===== config.mk =====
export PLATFORM = sky130hd
export DESIGN_NAME = seq_detect_logger
export DESIGN_NICKNAME = d
export VERILOG_FILES = /design/src/rtl/seq_log_pkg.sv /design/src/rtl/seq_evt_fifo.sv /design/src/rtl/seq_detect_logger.sv
export SDC_FILE = /design/constraint.sdc
export NUM_CORES = 1
export LEC_CHECK = 0
export ABC_AREA = 1
export BUFFER_PORTS_ARGS = -buffer_cell sky130_fd_sc_hd__buf_2
export CORE_UTILIZATION = 25
export CTS_CLUSTER_DIAMETER = 80
export DETAILED_ROUTE_END_ITERATION = 16
export GPL_TIMING_DRIVEN = 0
export SLEW_MARGIN = 20
export SYNTH_ARGS = -nofsm -noshare
export SYNTH_HDL_FRONTEND = slang
export SYNTH_SLANG_ARGS = --single-unit

===== constraint.sdc =====
create_clock -name clk -period 9.2 [get_ports clk]
set_input_delay 2.76 -clock clk [delete_from_list [all_inputs] [get_ports clk]]
set_output_delay 2.76 -clock clk [all_outputs]
set_load 0.005 [all_outputs]

===== src/rtl/seq_log_pkg.sv =====
// Shared widths, the "no previous detection" gap marker and the event record layout
// for the detection logger.
package seq_log_pkg;

    localparam int TS_W_DEF  = 16;
    localparam int GAP_W_DEF = 8;
    localparam int CNT_W_DEF = 16;
    localparam int DEPTH_DEF = 4;

    localparam logic [GAP_W_DEF-1:0] GAP_NONE = '1;

    // Event record: timestamp in the upper bits, gap in the lower bits.
    typedef struct packed {
        logic [TS_W_DEF-1:0]  ts;
        logic [GAP_W_DEF-1:0] gap;
    } evt_t;

    localparam int EVT_GAP_LSB = 0;
    localparam int EVT_TS_LSB  = EVT_GAP_LSB + GAP_W_DEF;

endpackage


===== src/rtl/seq_evt_fifo.sv =====
// Synchronous event FIFO, registered head (no write-through), async reset plus sync clear.
// Pointers carry an extra wrap bit so full and empty are distinguishable at equal indices.
module seq_evt_fifo #(
    parameter int W     = 24,
    parameter int DEPTH = 4,
    localparam int AW   = $clog2(DEPTH)
) (
    input  logic         clk,
    input  logic         rst,
    input  logic         clr,
    input  logic         push,
    input  logic         pop,
    input  logic [W-1:0] wdata,
    output logic [W-1:0] rdata,
    output logic         full,
    output logic         empty,
    output logic [AW:0]  level
);

    logic [W-1:0] mem_q [DEPTH];
    logic [AW:0]  wr_q, wr_d;
    logic [AW:0]  rd_q, rd_d;
    logic         pop_ok;
    logic         push_ok;

    assign empty   = (wr_q == rd_q);
    assign full    = (wr_q[AW-1:0] == rd_q[AW-1:0]) && (wr_q[AW] != rd_q[AW]);
    assign level   = wr_q - rd_q;
    assign pop_ok  = pop && !empty;
    assign push_ok = push && (!full || pop_ok);
    assign rdata   = empty ? '0 : mem_q[rd_q[AW-1:0]];

    always_comb begin
        wr_d = wr_q;
        rd_d = rd_q;
        if (clr) begin
            wr_d = '0;
            rd_d = '0;
        end else begin
            if (push_ok) wr_d = wr_q + (AW+1)'(1);
            if (pop_ok)  rd_d = rd_q + (AW+1)'(1);
        end
    end

    always_ff @(posedge clk or posedge rst) begin
        if (rst) begin
            wr_q <= '0;
            rd_q <= '0;
        end else begin
            wr_q <= wr_d;
            rd_q <= rd_d;
        end
    end

    // Storage needs no reset: the read port is masked whenever the FIFO is empty.
    always_ff @(posedge clk) begin
        if (push_ok && !clr) mem_q[wr_q[AW-1:0]] <= wdata;
    end

endmodule


===== src/rtl/seq_detect_logger.sv =====
// Timestamps detector pulses, measures inter-detection gaps, queues events for a
// valid/ready consumer and keeps saturating detection/drop counters.
module seq_detect_logger
    import seq_log_pkg::*;
#(
    parameter int TS_W  = TS_W_DEF,
    parameter int GAP_W = GAP_W_DEF,
    parameter int CNT_W = CNT_W_DEF,
    parameter int DEPTH = DEPTH_DEF,
    localparam int LW   = $clog2(DEPTH) + 1
) (
    input  logic             clk,
    input  logic             reset,
    input  logic             det,
    input  logic             clear,
    input  logic             ev_ready,
    output logic             ev_valid,
    output logic [TS_W-1:0]  ev_ts,
    output logic [GAP_W-1:0] ev_gap,
    output logic [LW-1:0]    level,
    output logic [CNT_W-1:0] det_count,
    output logic [CNT_W-1:0] drop_count,
    output logic             overflow
);

    localparam int EW     = TS_W + GAP_W;
    localparam int TS_LSB = EVT_GAP_LSB + GAP_W;

    logic [TS_W-1:0]  ts_q, ts_d;
    logic [GAP_W-1:0] since_q, since_d;
    logic [CNT_W-1:0] det_cnt_q, det_cnt_d;
    logic [CNT_W-1:0] drop_cnt_q, drop_cnt_d;
    logic             ovf_q, ovf_d;

    logic          fifo_full, fifo_empty;
    logic          det_ok, pop, push, drop;
    logic [EW-1:0] rdata;

    // clear wins over everything: a det in that cycle is neither queued nor counted.
    assign det_ok   = det && !clear;
    assign ev_valid = !fifo_empty;
    assign pop      = ev_valid && ev_ready && !clear;
    assign push     = det_ok && (!fifo_full || pop);
    assign drop     = det_ok && fifo_full && !pop;

    always_comb begin
        ts_d       = ts_q + TS_W'(1);
        since_d    = since_q;
        det_cnt_d  = det_cnt_q;
        drop_cnt_d = drop_cnt_q;
        ovf_d      = ovf_q;
        if (clear) begin
            since_d    = '1;
            det_cnt_d  = '0;
            drop_cnt_d = '0;
            ovf_d      = 1'b0;
        end else begin
            if (det_ok)             since_d = GAP_W'(1);
            else if (since_q != '1) since_d = since_q + GAP_W'(1);
            if (det_ok && det_cnt_q != '1) det_cnt_d = det_cnt_q + CNT_W'(1);
            if (drop) begin
                ovf_d = 1'b1;
                if (drop_cnt_q != '1) drop_cnt_d = drop_cnt_q + CNT_W'(1);
            end
        end
    end

    always_ff @(posedge clk or posedge reset) begin
        if (reset) begin
            ts_q       <= '0;
            since_q    <= '1;
            det_cnt_q  <= '0;
            drop_cnt_q <= '0;
            ovf_q      <= 1'b0;
        end else begin
            ts_q       <= ts_d;
            since_q    <= since_d;
            det_cnt_q  <= det_cnt_d;
            drop_cnt_q <= drop_cnt_d;
            ovf_q      <= ovf_d;
        end
    end

    seq_evt_fifo #(
        .W     (EW),
        .DEPTH (DEPTH)
    ) u_fifo (
        .clk   (clk),
        .rst   (reset),
        .clr   (clear),
        .push  (push),
        .pop   (pop),
        .wdata ({ts_q, since_q}),
        .rdata (rdata),
        .full  (fifo_full),
        .empty (fifo_empty),
        .level (level)
    );

    assign ev_ts      = rdata[TS_LSB +: TS_W];
    assign ev_gap     = rdata[EVT_GAP_LSB +: GAP_W];
    assign det_count  = det_cnt_q;
    assign drop_count = drop_cnt_q;
    assign overflow   = ovf_q;

endmodule


==> impl_metrics.ini <==
[synth]
ys_types = 28
yosysSeqAreaShare_pct = 61.3
ys_warn_count = 0
netlist_area_mm2 = 0.00730
syn_nets = 778
synth_cells = 761
synth_top_cell_by_area = edfxtp_1
synth.area.top_cells = edfxtp_1 40%, dfrtp_1 19%, nor2_1 7.6%, nand2_1 7.3%, o21ai_0 5.3%
netlist.area_leader.share_pct = 39.5
ys_ff_latch = 159
synth.avg_cell_area_um2 = 9.59

[global_routing]
antenna_found_initial = 2
grt_max_degree = 43
grt_pass1_vias = 5033
grt_util_all_layers_pct = 12.0
grt_pass1_wl_um = 27700
grt_overflow = 0

[flow_run]
cap_violations = 0

[layout]
final_common_cell = nor2_1
nFillCells = 2962
regArea_mm2 = 0.00447
fin_nets = 866
utilization_pct = 31.1
drive_above_1_share_pct = 15.8
mostFrequentLayoutCells = 143 x nor2_1, 141 x nand2_1, 96 x edfxtp_1, 77 x o21ai_0, 72 x buf_2
area_growth_pct = 22.3
multi_input_area_mm2 = 0.00253

[setup_path]
cp.arrival_ns = 3.45
critical_path_class = flop to primary output
crit_required_ns = 6.44
r2r_slack_ns = 6.05
startpoint_type = flop
cp-end-kind = primary output
worstPathMaxFanout = 10

[cts]
cts_setup_buffers = 0
path_clk_slew_ns = 0.07
cts_made_buffers = 17
clockBufferDepth = 2
ctsHoldBuffers = 0
cts_root_buf = clkbuf_16
clock-sinks = 159
cts_tree = done
clk_latency_ns = 0.43
ctsHtreeMaxLevel = 4
postCtsResizedCells = 0

[placement]
place_ws_ns = 3.34
portBuffers = 64
gp_congestion = 0.810
dp_hpwl_um = 11500

[detailed_routing]
wl_met1_um = 8130
vias_per_cell = 4.40
routed-wl-met3_um = 1210
num_vias = 5486
wl_met2_um = 7850
drc = 0
firstDrtPassIters = 5
ant_nets = 0
top_layer = met4
wl_um = 17300
dr.first_iter.drc_count = 409
wl_per_cell_um = 13.9

[status]
outcome = finished clean

[pwr]
power_density_mw_per_mm2 = 237
power_leakage_nw = 3.68
vdd_drop_max_mv = 0.115

[timing]
clock.fmax_mhz = 161
tightest_slew_ns = 0.652
setup_viol = 0
slew_viol_final = 0
skew_ns = 0.0110
finalHoldViolCount = 0
final.setup.worst_slack_ns = 2.99
timing.setup.tns_ns = 0
rsz0062_at_grt = no
slew_headroom_pct = 56.6
finalCritPeriodShare_pct = 67.5
fin_crit_ns = 6.21

[floorplanning]
die_h_um = 173
die_w_um = 173
rows = 62
start_util_pct = 25.4
core-area_mm2 = 0.0287
io_pins = 66
dieArea_mm2 = 0.0299

[worst_hold_path]
hp-class = flop to flop
[metal layers]
layer  global-route usage, %  vias up
li1                        -     2724
met1                    16.7     2588
met2                    17.9      160
met3                    3.65       14
met4                    3.61        0
met5                       0        -
[logic make-up after synthesis]
| kind of cell | Yosys count | share of synthesized area [%] |
|---|---|---|
| AOI/OAI and AO/OA | 111 | 7.75 |
| buffers and inverters | 81 | 4.46 |
| DFF | 159 | 61.3 |
| and+or+nand+nor | 373 | 21.4 |
| xor gates and xnor gates | 25 | 3.00 |
| adders and majority gates | 12 | 2.16 |
[through the flow]
stage	hold WS, ns	power (mW)	instances	cell area, um2
after global routing	0.542	2.24	1246	8910
after CTS	0.502	2.14	1246	8910
final	0.496	2.11	1248	8920
after floorplan	0.474	1.12	761	7300
after global placement	0.463	1.35	1209	8100
after detailed placement	0.476	1.36	1214	8270
[power breakdown]
group          switching [mW]  internal [mW]
registers              0.0287          0.794
clock network           0.312          0.466
logic                   0.332          0.181
[worst paths after layout]
check | start | endpoint | cells after the start
min in group asynchronous | reset | drop_count[2] | 2
worst min register to register | overflow | overflow | 2
worst max register to register | u_fifo.rd_q[1] | u_fifo.mem_q[0][4] | 10
worst max-delay path | u_fifo.rd_q[1] | ev_ts[13] | 11
max in group asynchronous | reset | since_q[5] | 3
worst min-delay path | overflow | overflow | 2
[state kept, by name (all words and copies together) (netlist names)]
signal / flops
det_count: 16
drop_count: 16
overflow: 1
since_q: 8
ts_q: 16
u_fifo.mem_q: 96
u_fifo.rd_q: 3
u_fifo.wr_q: 3
[cell usage after synthesis (all sizes together)]
cell type	instances
a21oi	27
buf	13
clkbuf	13
clkinv	1
dfrtp	55
dfstp	8
edfxtp	96
fa	1
ha	11
inv	54
nand2	142
nand3	57
nand4	14
nor2	154
nor3	2
o21ai	80
o21bai	4
or2	4
xnor2	3
xor2	22
[area by class of cell]
cell class	count	area share, %
diodes	2	0.0561
plain buffers	26	1.33
clock buffers	18	4.81
clock inverters	14	2.45
inverters	55	2.34
multi-input cells	521	28.4
flip-flops and latches	159	50.1
well taps	384	5.39
repair buffers	69	5.13
[worst max-delay path: stages (launching register included)]
cell	delay, ns
dfrtp_1	0.44
buf_2	0.22
clkinv_1	0.25
clkbuf_1	0.38
ha_1	0.39
nand2_1	0.04
inv_1	0.09
nand3_1	0.14
inv_1	0.22
buf_1	0.53
a21oi_1	0.14
buf_2	0.17
Power figures use the tool's default switching activity.
